## config.mk

```make
export PLATFORM = sky130hd
export DESIGN_NAME = bcd_conv_seq
export DESIGN_NICKNAME = d
export VERILOG_FILES = /design/src/rtl/bcd_conv_seq.sv
export SDC_FILE = /design/constraint.sdc
export NUM_CORES = 1
export LEC_CHECK = 0
export ABC_CLOCK_PERIOD_IN_PS = 2700
export CORE_UTILIZATION = 40
export CTS_BUF_LIST = sky130_fd_sc_hd__clkbuf_4 sky130_fd_sc_hd__clkbuf_8
export DETAILED_ROUTE_END_ITERATION = 16
export GPL_TIMING_DRIVEN = 0
export PLACE_DENSITY = 0.7
export SETUP_SLACK_MARGIN = 0.2
export SLEW_MARGIN = 15
export SYNTH_ARGS = -nofsm -noshare
export SYNTH_HDL_FRONTEND = slang
export SYNTH_SLANG_ARGS = --single-unit
```

## constraint.sdc

```tcl
create_clock -name clk -period 2.7 [get_ports clk]
set_input_delay 0.54 -clock clk [delete_from_list [all_inputs] [get_ports clk]]
set_output_delay 0.54 -clock clk [all_outputs]
set_load 0.01 [all_outputs]
```

## src/rtl/bcd_conv_seq.sv

```systemverilog
// ============================================================================
// Module   : bcd_conv_seq
// Brief    : Sequential 16-bit binary to 5-digit packed BCD converter using
//            iterative shift-add-3 (double dabble), one bit per clock.
//            Reports the significant-digit count for leading-zero blanking.
//            Optional macro BCD_PENDING_BUF_EN adds a 1-entry pending
//            register that holds one sample arriving during a conversion
//            (latest wins on overflow). Without it, every sample arriving
//            while busy is dropped.
// Revision : 1.0 - initial release
// ============================================================================
`default_nettype none

module bcd_conv_seq #(
    parameter int W_IN  = 16,
    parameter int N_DIG = 5
) (
    input  logic                 clk,
    input  logic                 rst,
    input  logic                 data_2_valid,
    input  logic [W_IN-1:0]      data_2,
    output logic                 busy,
    output logic [4*N_DIG-1:0]   bcd,
    output logic                 bcd_valid,
    output logic [2:0]           ndig,
    output logic                 drop
);

    // Working register: BCD digits on top, binary word underneath.
    localparam int                c_W_BCD  = 4 * N_DIG;
    localparam int                c_W_WORK = c_W_BCD + W_IN;
    localparam int                c_CNT_W  = $clog2(W_IN);
    localparam logic [c_CNT_W-1:0] c_LAST  = c_CNT_W'(W_IN - 1);

    typedef enum logic [0:0] {
        S_IDLE  = 1'b0,
        S_SHIFT = 1'b1
    } state_t;

    state_t                 r_state;
    logic [c_W_WORK-1:0]    r_work;
    logic [c_CNT_W-1:0]     r_cnt;

    logic [c_W_WORK-1:0]    w_adj;
    logic [c_W_WORK-1:0]    w_shift;
    logic [c_W_BCD-1:0]     w_result;
    logic [2:0]             w_ndig;
    logic                   w_load;
    logic [W_IN-1:0]        w_load_data;

`ifdef BCD_PENDING_BUF_EN
    logic                   r_pend_full;
    logic [W_IN-1:0]        r_pend_data;
`endif

    // One double-dabble step: add 3 to every digit >= 5, then shift left.
    always_comb begin
        w_adj = r_work;
        for (int d = 0; d < N_DIG; d++) begin
            if (r_work[W_IN + 4*d +: 4] >= 4'd5) begin
                w_adj[W_IN + 4*d +: 4] = r_work[W_IN + 4*d +: 4] + 4'd3;
            end
        end
        w_shift  = {w_adj[c_W_WORK-2:0], 1'b0};
        w_result = w_shift[c_W_WORK-1:W_IN];
    end

    // Significant digits of the result about to be published (0 counts as 1).
    always_comb begin
        w_ndig = 3'd1;
        for (int d = 0; d < N_DIG; d++) begin
            if (w_result[4*d +: 4] != 4'd0) begin
                w_ndig = 3'(d + 1);
            end
        end
    end

    // Select what IDLE loads: the pending entry has priority over new input.
    always_comb begin
        w_load      = data_2_valid;
        w_load_data = data_2;
`ifdef BCD_PENDING_BUF_EN
        if (r_pend_full) begin
            w_load      = 1'b1;
            w_load_data = r_pend_data;
        end
`endif
    end

    // Control FSM, working register, pending entry and registered outputs.
    always_ff @(posedge clk or posedge rst) begin
        if (rst) begin
            r_state     <= S_IDLE;
            r_work      <= '0;
            r_cnt       <= '0;
            busy        <= 1'b0;
            bcd         <= '0;
            bcd_valid   <= 1'b0;
            ndig        <= 3'd1;
            drop        <= 1'b0;
`ifdef BCD_PENDING_BUF_EN
            r_pend_full <= 1'b0;
            r_pend_data <= '0;
`endif
        end else begin
            bcd_valid <= 1'b0;
            drop      <= 1'b0;
            case (r_state)
                S_IDLE: begin
                    if (w_load) begin
                        r_work  <= {{c_W_BCD{1'b0}}, w_load_data};
                        r_cnt   <= '0;
                        busy    <= 1'b1;
                        r_state <= S_SHIFT;
                    end
`ifdef BCD_PENDING_BUF_EN
                    // Entry was just consumed; a simultaneous sample refills it.
                    if (r_pend_full) begin
                        r_pend_full <= data_2_valid;
                        if (data_2_valid) begin
                            r_pend_data <= data_2;
                        end
                    end
`endif
                end
                S_SHIFT: begin
                    r_work <= w_shift;
                    r_cnt  <= r_cnt + 1'b1;
                    if (r_cnt == c_LAST) begin
                        bcd       <= w_result;
                        ndig      <= w_ndig;
                        bcd_valid <= 1'b1;
                        busy      <= 1'b0;
                        r_state   <= S_IDLE;
                    end
`ifdef BCD_PENDING_BUF_EN
                    // Latest sample wins; overwriting a held one is a drop.
                    if (data_2_valid) begin
                        if (r_pend_full) begin
                            drop <= 1'b1;
                        end
                        r_pend_data <= data_2;
                        r_pend_full <= 1'b1;
                    end
`else
                    if (data_2_valid) begin
                        drop <= 1'b1;
                    end
`endif
                end
                default: begin
                    r_state <= S_IDLE;
                    busy    <= 1'b0;
                end
            endcase
        end
    end

endmodule

`default_nettype wire

```

==> run metrics, run 1 <==
post-CTS setup buffer count=0; DRC=0; TritonCTS clock tree=yes; library cells used by synthesis=36; Final nets=417; critical path, cell by cell=ha_1 > nand2b_1 > nor3b_1 > a21oi_1 > nor4b_4 > nand2_1 > o21a_1; Power Density=about 1200 mW/mm²; H-tree levels=3; Initial Utilization=about two fifths; critical path endpoint category=register; Initial DRT Pass Iterations=4; Post-Syn Nets=roughly 360; WL/cell=between 10 and 15 µm; GPL Wtd Cong=roughly 0.79; outcome=finished, final reports clean; ANT cells=0; Setup CP Type=register to register; largest net degree at the start of global routing=58; Critical path buffers and inverters=0; vias in the first global route=roughly 2500; family with the most delay on the worst path=simple AND/OR/NAND/NOR gates; global-route wire length before repair=11800 µm; Final Setup Violations=0; Setup crit start kind=register; Crit Path Max Fanout=5; initial antenna violation count=0; Finished Cell Area=about 0.004 mm²; worst relative slew slack=between 60% and 70%; row cnt=32; most common cell after layout, fill and taps aside=nand2_1; Die Ht=between 90 and 100 µm; Tcrit/Tclk final=roughly three quarters; Worst-Margin Slew=0.582 ns; Setup Total Neg Slack=0 ns; TritonCTS buffer count=9; Die X=~90 µm; final hold vios=0; Post-CTS Resized=0; dpl ws=about 0.71 ns; logic gate share of total power=around 46%; vias=between 2000 and 3000; flip-flop and latch count after synthesis=67; sequential share of power=37.6%; CTS sink cnt=between 60 and 70; Worst Slack Setup Final=slightly below 0.7 ns; WP data required=around 3 ns; Max Buffers Root-to-Sink=2; number of port buffers=43; Mapped Area=0.00318 mm²; WP data arrival=~2.2 ns; Critical Path Max Stage Delay=roughly 0.44 ns; VDD IR max=0.000477 V; hpwl dp=around 4800 µm; io pins=45; grt total ovfl=0; Worst Hold Class=input pin to asynchronous set/reset pin; Syn Inst Count=332; Skew-Pair Late Insertion Delay=between 0.3 and 0.4 ns; dpl cell area=around 0.0038 mm²; sw frac=about 40%; Post-synth ARST share=100%; Clk pin slew, worst setup/hold paths=about 0.07 ns; leak pwr=between 1.5 and 2 nW; clk root buf=clkbuf_8; NetSw=about 1.9 mW; Post-CTS Hold Buffers=0; Power Internal=between 2 and 3 mW; fin crit period=roughly 2.0 ns; core area=approximately 0.0077 mm²; total power=~4.7 mW; Layout area overhead=24.2%; EDFF count, synth=0; Via density=around 5.2; CP max-delay cell=dfrtp_1; yosys warns=0; fmax=between 400 and 500 MHz; share of cells above drive strength 1=under 10%; Slew Limit Fails=0; Worst Skew=between 0.007 and 0.008 ns; drt total wl=roughly 6900 µm; syn_area_per_cell=9.58 µm²; First DRT Iteration DRCs=123; Routed Antenna Nets=0; sequential fraction of the synthesis area=52.7%; GRT Total Usage=a little under a fifth; Clock power frac=between 10% and 20%; unrepaired setup endpoints after global routing=no; total die area=slightly above 0.008 mm²; Post-synth top flop=dfrtp_1; Core Util, Final=between 50% and 60%; max-cap viol count=0; most frequent cells in the layout=83 x nand2_1, 66 x dfrtp_1, 43 x clkdlybuf4s50_1
synthesized netlist by cell type, types with 3 or more instances:
cell	count	share of area, %
dfrtp_1	66	52
ha_1	11	4.3
a21oi_1	11	1.7
o21ai_0	38	6.0
nor2_1	7	0.83
clkbuf_1	7	0.83
nor3_1	5	0.79
nand2_1	83	9.8
inv_1	13	1.5
buf_2	3	0.47
mux2i_1	19	6.0
o22ai_1	9	1.8
o31ai_1	6	1.4
xnor2_1	6	1.7
nor3b_1	8	1.9
nand2b_1	5	0.98
buf_1	6	0.71
nand3_1	6	0.94
final timing paths:
kind                                        startpoint             endpoint  slack [ns]  cells past startpoint
worst max-delay path            r_work[28]$_DFFE_PP0P_  ndig[2]$_DFFE_PP0P_        0.69                      7
worst min-delay path                               rst  bcd_valid$_DFF_PP0_        0.45                      2
worst max register to register  r_work[28]$_DFFE_PP0P_  ndig[2]$_DFFE_PP0P_        0.69                      7
worst min register to register     bcd[11]$_DFFE_PP0P_  bcd[11]$_DFFE_PP0P_        0.48                      2
max in group asynchronous                          rst  ndig[0]$_DFFE_PP1P_        1.68                      3
min in group clk                   bcd[11]$_DFFE_PP0P_  bcd[11]$_DFFE_PP0P_        0.48                      2
stage by stage:
| stage | cells | hold WS, ns |
|---|---|---|
| floorplan | 332 | 0.449 |
| global placement | 477 | 0.460 |
| detailed placement | 478 | 0.462 |
| CTS | 493 | 0.446 |
| global route | 493 | 0.465 |
| finish | 493 | 0.450 |
flip-flops by register name (all words and copies together) (netlist names):
| register | cells |
|---|---|
| bcd_valid | 1 |
| busy | 1 |
| ndig | 3 |
| r_work | 36 |
| r_cnt | 4 |
| r_state | 1 |
| bcd | 20 |
| drop | 1 |
cell type report:
class / count / area (µm²)
clock inverter: 2 / 10.0
buffer: 16 / 63.8
tap: 102 / 128
fill: 709 / 3770
inverter: 16 / 62.6
multi-input combinational: 233 / 1380
sequential: 67 / 1680
clock buffer: 13 / 173
timing repair buffer: 44 / 458
worst register-to-register path: cells and delay by family (launching register included):
| kind | cells | cell delay [ns] |
|---|---|---|
| DFF | 1 | 0.44 |
| AOI/OAI and AO/OA | 2 | 0.43 |
| and+or+nand+nor | 4 | 0.82 |
| adders and majority gates | 1 | 0.22 |
power groups by stage:
stage	logic [mW]	clock network, mW	registers, mW
floorplan	1.39	0	1.78
global placement	2.09	0	1.76
detailed placement	2.16	0	1.77
CTS	2.17	0.794	1.76
global route	2.42	0.833	1.82
finish	2.15	0.778	1.76
kinds of logic after synthesis:
| group | after synthesis | share of synthesized area [%] |
|---|---|---|
| flip-flops | 67 | 52.7 |
| buffers and inverters | 32 | 3.89 |
| multiplexers | 19 | 5.98 |
| adder cells (fa/ha/maj) | 11 | 4.33 |
| AND/OR/NAND/NOR | 120 | 17.2 |
| XOR/XNOR | 7 | 1.93 |
| AO/OA/AOI/OAI | 76 | 13.9 |
routing by layer:
metal / GRT usage, % / wire (µm) / part of all wire [%]
met2: 29.3 / 3240 / 47
met4: 4.10 / 34 / 0.49
met3: 5.44 / 309 / 4.5
met1: 24.1 / 3320 / 48
met5: 0 / 0 / 0
(Power assumes the default switching activity.)
==> run 2: changes to the inputs <==
--- a/config.mk
+++ b/config.mk
@@ -5,12 +5,12 @@
 export SDC_FILE = /design/constraint.sdc
 export NUM_CORES = 1
 export LEC_CHECK = 0
-export ABC_CLOCK_PERIOD_IN_PS = 2700
+export ABC_CLOCK_PERIOD_IN_PS = 1800
 export CORE_UTILIZATION = 40
 export CTS_BUF_LIST = sky130_fd_sc_hd__clkbuf_4 sky130_fd_sc_hd__clkbuf_8
 export DETAILED_ROUTE_END_ITERATION = 16
 export GPL_TIMING_DRIVEN = 0
-export PLACE_DENSITY = 0.7
+export PLACE_DENSITY = 0.72
 export SETUP_SLACK_MARGIN = 0.2
 export SLEW_MARGIN = 15
 export SYNTH_ARGS = -nofsm -noshare
==> constraint.sdc (replaced) <==
create_clock -name clk -period 1.8 [get_ports clk]
set_input_delay 0.36 -clock clk [delete_from_list [all_inputs] [get_ports clk]]
set_output_delay 0.36 -clock clk [all_outputs]
set_load 0.01 [all_outputs]
==> run 2 against run 1 <==
Global-route usage increased by 1.4 points. Wire length increased by 14%. Clock power increased by 80%. Die area unchanged. Hold slack got worse by 0.050 ns. Setup slack got worse by 0.69 ns. Via count increased by 7.3%. Flip-flop and latch count unchanged. Critical path depth increased by 1. Maximum frequency increased by 12%. Clock skew increased by 0.0058 ns. Critical endpoint unchanged. Largest cell class unchanged.
==> run metrics, run 2 (same netlist as run 1, synthesis figures left out) <==
hpwl dp=approximately 5000 µm; drt total wl=just under 8000 µm; worst relative slew slack=between 50% and 60%; GPL Wtd Cong=0.803; io pins=45; DRC=0; largest net degree at the start of global routing=29; Largest regs=r_work: 36 flops, bcd: 20 flops, r_cnt: 4 flops; crit path launch=r_work[32]$_DFFE_PP0P_; core area=about 0.0077 mm²; CTS sink cnt=67; fin cells=518; global-route wire length before repair=between 10000 and 15000 µm; worst r2r src=r_work[32]$_DFFE_PP0P_; number of port buffers=between 40 and 50; most frequent cells in the layout=83 x nand2_1, 63 x dfrtp_1, 36 x o21ai_0; final hold vios=0; WP data arrival=~2 ns; Power Density=about 1900 mW/mm²; Max Buffers Root-to-Sink=2; grt total ovfl=0; Initial Utilization=about two fifths; Setup crit start kind=register; Critical path buffers and inverters=1; Die X=between 90 and 100 µm; CP max-delay cell=dfrtp_2; Initial DRT Pass Iterations=4; initial antenna violation count=0; WL/cell=~15 µm; most common cell after layout, fill and taps aside=nand2_1; GRT Total Usage=around a fifth; row cnt=32; Final Setup Violations=0; total die area=roughly 0.0083 mm²; Skew-Pair Late Insertion Delay=0.36 ns; Clk pin slew, worst setup/hold paths=roughly 0.080 ns; Worst Hold Class=input pin to asynchronous set/reset pin; Setup Total Neg Slack=0 ns; dpl cell area=approximately 0.0039 mm²; fin crit period=roughly 1.8 ns; most flop-heavy register=r_work; vias=about 2700; Post-CTS Hold Buffers=0; unrepaired setup endpoints after global routing=yes; max FFs per register=36; Layout area overhead=40.2%; outcome=finished, final reports clean; share of cells above drive strength 1=approximately a quarter; fmax=558 MHz; ANT cells=0; H-tree levels=3; max-cap viol count=0; family with the most delay on the worst path=simple AND/OR/NAND/NOR gates; Crit Path Max Fanout=4; VDD IR max=around 0.00087 V; leak pwr=2.15 nW; Core Util, Final=57.7%; Tcrit/Tclk final=99.6%; Die Ht=just over 90 µm; Setup CP Type=register to register; clk root buf=clkbuf_8; First DRT Iteration DRCs=118; Critical Path Max Stage Delay=~0.45 ns; critical path endpoint category=register; critical path, cell by cell=inv_2 > ha_4 > nand2b_4 > a21oi_4 > mux2i_4 > nor4b_4 > nand2_1 > o21a_1; Slew Limit Fails=0; vias in the first global route=about 2600; TritonCTS buffer count=9; dpl cells=479; Routed Antenna Nets=0; TritonCTS clock tree=yes; WP data required=~2.1 ns; Final nets=about 440; Worst-Margin Slew=around 0.62 ns; Worst Skew=around 0.013 ns; Finished Cell Area=between 0.004 and 0.005 mm²; Via density=about 5.3
-- run 2: changes by cell type in the layout (fill, tap and decap cells not counted), sizes merged, moves of 9 or more --
cell           change
clkdlybuf4s50     -24
buf               +23
dlymetal6s2s       +9
dlygate4sd2       +15
-- run 2: where the power goes --
group	internal, mW	switching [mW]	leakage (nW)	total (mW)
Clock	0.797	0.607	0.110	1.40
Combinational	2.17	2.21	1.20	4.38
Sequential	2.17	0.536	0.843	2.70
Total	5.13	3.35	2.15	8.48
-- run 2: final cells by class --
| cell class | instances | area [µm²] |
|---|---|---|
| Tap cell | 102 | 128 |
| Sequential cell | 67 | 1680 |
| Fill cell | 668 | 3270 |
| Inverter | 16 | 71.3 |
| Clock inverter | 6 | 90.1 |
| Timing Repair Buffer | 68 | 658 |
| Clock buffer | 10 | 131 |
| Multi-Input combinational cell | 233 | 1620 |
| Buffer | 16 | 77.6 |
-- run 2: routing by layer --
metal / share of wire [%] / global-route usage (%) / vias up
met4: 1.7 / 7.54 / 0
met2: 50 / 31.6 / 72
met1: 44 / 26.4 / 1346
met3: 4.1 / 3.52 / 13
li1: - / - / 1298
met5: 0 / 0 / -
-- run 2: worst paths after layout --
kind	end	slack (ns)	depth (start not counted)
hold reg to reg	bcd[17]$_DFFE_PP0P_	0.47	2
hold / removal	bcd[3]$_DFFE_PP0P_	0.40	2
setup reg to reg	ndig[2]$_DFFE_PP0P_	0.007	8
setup / recovery	ndig[2]$_DFFE_PP0P_	0.007	8
max in group asynchronous	bcd[1]$_DFFE_PP0P_	0.88	3
min in group clk	r_work[15]$_DFFE_PP0P_	0.46	3
-- run 2: timing repair --
item | CTS | global route
buffers inserted | 6 | 17
resized for setup | 34 | 43
endpoints found under the setup margin | 41 | 42
cloned | 0 | 0
endpoints found under the hold margin | 0 | 0
pin swaps | 4 | 15
-- run 2: through the flow --
| stage | hold slack [ns] | setup slack, ns | total power, mW |
|---|---|---|---|
| 2_1_floorplan | 0.449 | 0.176 | 4.95 |
| 4_1_cts | 0.415 | 0.00809 | 7.81 |
| 3_5_place_dp | 0.465 | -0.124 | 6.11 |
| 6_report | 0.400 | 0.00664 | 8.48 |
| 5_1_grt | 0.452 | -0.0949 | 9.08 |
| 3_3_place_gp | 0.461 | -0.145 | 5.95 |
-- run 2: worst register-to-register path, cell delays in order (launching register included) --
cell      delay, ns
dfrtp_2        0.45
inv_2          0.08
ha_4           0.16
nand2b_4       0.06
a21oi_4        0.22
mux2i_4        0.12
nor4b_4        0.35
nand2_1        0.12
o21a_1         0.12
==> run 3: changes to the inputs <==
--- a/config.mk
+++ b/config.mk
@@ -5,7 +5,7 @@
 export SDC_FILE = /design/constraint.sdc
 export NUM_CORES = 1
 export LEC_CHECK = 0
-export ABC_CLOCK_PERIOD_IN_PS = 1800
+export ABC_CLOCK_PERIOD_IN_PS = 1600
 export CORE_UTILIZATION = 40
 export CTS_BUF_LIST = sky130_fd_sc_hd__clkbuf_4 sky130_fd_sc_hd__clkbuf_8
 export DETAILED_ROUTE_END_ITERATION = 16
==> constraint.sdc (replaced) <==
create_clock -name clk -period 1.6 [get_ports clk]
set_input_delay 0.32 -clock clk [delete_from_list [all_inputs] [get_ports clk]]
set_output_delay 0.32 -clock clk [all_outputs]
set_load 0.01 [all_outputs]
==> run 3 against run 2 <==
The flow now finishes with violations (negative setup slack). Core utilization up 6.7 points. Critical path depth increased by 1. Setup slack worse by 0.26 ns. Flip-flop and latch count unchanged. Highest routed layer unchanged.
==> run metrics, run 3 (same netlist as run 1, synthesis figures left out) <==
max-cap viol count=0; grt total ovfl=0; Post-CTS Hold Buffers=0; outcome=finished, violations left; vias in the first global route=2813; Layout area overhead=56.5%; GPL Wtd Cong=0.823; vias=2891; initial antenna violation count=0; largest net degree at the start of global routing=27; Final nets=around 460; ANT cells=0; Reg area=around 0.0017 mm²; leak pwr=between 2 and 2.5 nW; H-tree levels=3; fmax=about 540 MHz; VDD IR max=about 0.00073 V; Worst Hold Class=input pin to asynchronous set/reset pin; Core Util, Final=~64%; fill cell count=about 560; failing checks=negative setup slack; max FFs per register=36; First DRT Iteration DRCs=between 150 and 200; Tcrit/Tclk final=116%; WP data required=~1.9 ns; WP data arrival=2.13 ns; Max Buffers Root-to-Sink=2; critical path endpoint category=register; unrepaired setup endpoints after global routing=yes; Worst-Margin Slew=approximately 0.60 ns; core area=around 0.0077 mm²; final hold vios=0; Setup CP Type=register to register; Via density=roughly 5.3; Initial DRT Pass Iterations=4; critical path, cell by cell=inv_2 > ha_4 > nand2b_4 > a21o_1 > and3_4 > o211ai_1 > buf_4 > nand3_1 > o221a_1; Critical Path Max Stage Delay=a little over 0.4 ns; hpwl dp=5110 µm; area of the multi-input gates=between 0.0015 and 0.002 mm²; TritonCTS buffer count=9; Crit Path Max Fanout=4; Clk pin slew, worst setup/hold paths=roughly 0.080 ns; Power Density=between 2000 and 2500 mW/mm²; Slew Limit Fails=0; WL/cell=about 17 µm; dpl ws=-0.316 ns; drt total wl=9410 µm; number of port buffers=43; CP max-delay cell=dfrtp_1; Largest regs=r_work: 36 flops, bcd: 20 flops, r_cnt: 4 flops; clk root buf=clkbuf_8; Die Ht=just over 90 µm; Worst Skew=between 0.009 and 0.01 ns; Initial Utilization=roughly 41%; CTS sink cnt=between 60 and 70; TritonCTS clock tree=yes; Skew-Pair Late Insertion Delay=0.35 ns; row cnt=32; share of cells above drive strength 1=between 30% and 40%; GRT Total Usage=a little over a fifth; Die X=about 90 µm; most flop-heavy register=r_work; total die area=between 0.008 and 0.009 mm²; most common cell after layout, fill and taps aside=dfrtp_1; worst relative slew slack=~60%; fin crit period=roughly 1.8 ns; io pins=45; Setup crit start kind=register; most frequent cells in the layout=60 x dfrtp_1, 57 x nand2_1, 36 x buf_4; Worst Slack Setup Final=-0.249 ns; Final Setup Violations=7; DRC=0; Routed Antenna Nets=0; global-route wire length before repair=between 10000 and 15000 µm
-- run 3: changes by cell type in the layout (fill, tap and decap cells not counted), moves of 4 or more --
cell,change
nand2_4,+6
nor3b_1,-4
nand2_1,-26
buf_6,+8
dlygate4sd2_1,+10
dlymetal6s2s_1,-9
buf_4,+14
o21ai_0,-15
o21ai_2,+4
o21ai_1,+9
nand2_2,+20
-- run 3: final timing paths --
path | slack [ns] | startpoint | end | cells after the start
worst max-delay path | -0.25 | r_work[21]$_DFFE_PP0P_ | ndig[0]$_DFFE_PP1P_ | 9
worst min-delay path | 0.32 | rst | r_cnt[2]$_DFFE_PP0P_ | 2
worst max register to register | -0.25 | r_work[21]$_DFFE_PP0P_ | ndig[0]$_DFFE_PP1P_ | 9
worst min register to register | 0.48 | bcd[14]$_DFFE_PP0P_ | bcd[14]$_DFFE_PP0P_ | 2
max in group asynchronous | 0.54 | rst | ndig[0]$_DFFE_PP1P_ | 4
min in group clk | 0.43 | data_2_valid | r_work[3]$_DFFE_PP0P_ | 3
-- run 3: cell type report --
class,count,area share (%)
repair buffers,91,16.6
flip-flops and latches,67,33.8
clock inverters,5,1.51
plain buffers,16,2.76
clock buffers,11,3.04
inverters,16,1.38
multi-input cells,233,38.3
well taps,102,2.56
-- run 3: layer usage --
| metal | wire [µm] | GRT usage [%] | part of all wire (%) |
|---|---|---|---|
| met5 | 0 | 0 | 0 |
| met4 | 342 | 10.7 | 3.6 |
| met3 | 326 | 4.02 | 3.5 |
| met2 | 4990 | 36.7 | 53 |
| met1 | 3750 | 26.7 | 40 |
-- run 3: worst max-delay path: cells and delay by family, from the launching register on --
family | cells | cell delay, ns
AO/OA/AOI/OAI | 3 | 0.49
flip-flops | 1 | 0.41
AND/OR/NAND/NOR | 3 | 0.33
adder cells (fa/ha/maj) | 1 | 0.21
buffers and inverters | 2 | 0.32
-- run 3: stage by stage --
stage	power [mW]	cell area, µm²	TNS, ns	instances	hold slack [ns]
after floorplan	5.61	3270	-0.0375	332	0.449
after global placement	6.77	3830	-23.57	477	0.457
after detailed placement	6.95	3870	-3.24	479	0.467
after CTS	9.74	4560	-0.380	519	0.330
after global routing	12.0	4980	-1.60	541	0.353
final	11.4	4980	-0.843	541	0.316
-- run 3: timing repair --
item / CTS / global route
endpoints found under the setup margin: 69 / 44
gates cloned: 2 / 0
endpoints found under the hold margin: 0 / 0
pin swaps: 34 / 21
buffers inserted: 22 / 22
gates resized for setup: 113 / 63
-- run 3: report_power, final --
| group | internal (mW) | switching, mW |
|---|---|---|
| clock network | 0.954 | 0.660 |
| logic | 3.41 | 3.24 |
| registers | 2.45 | 0.685 |
| total | 6.81 | 4.58 |
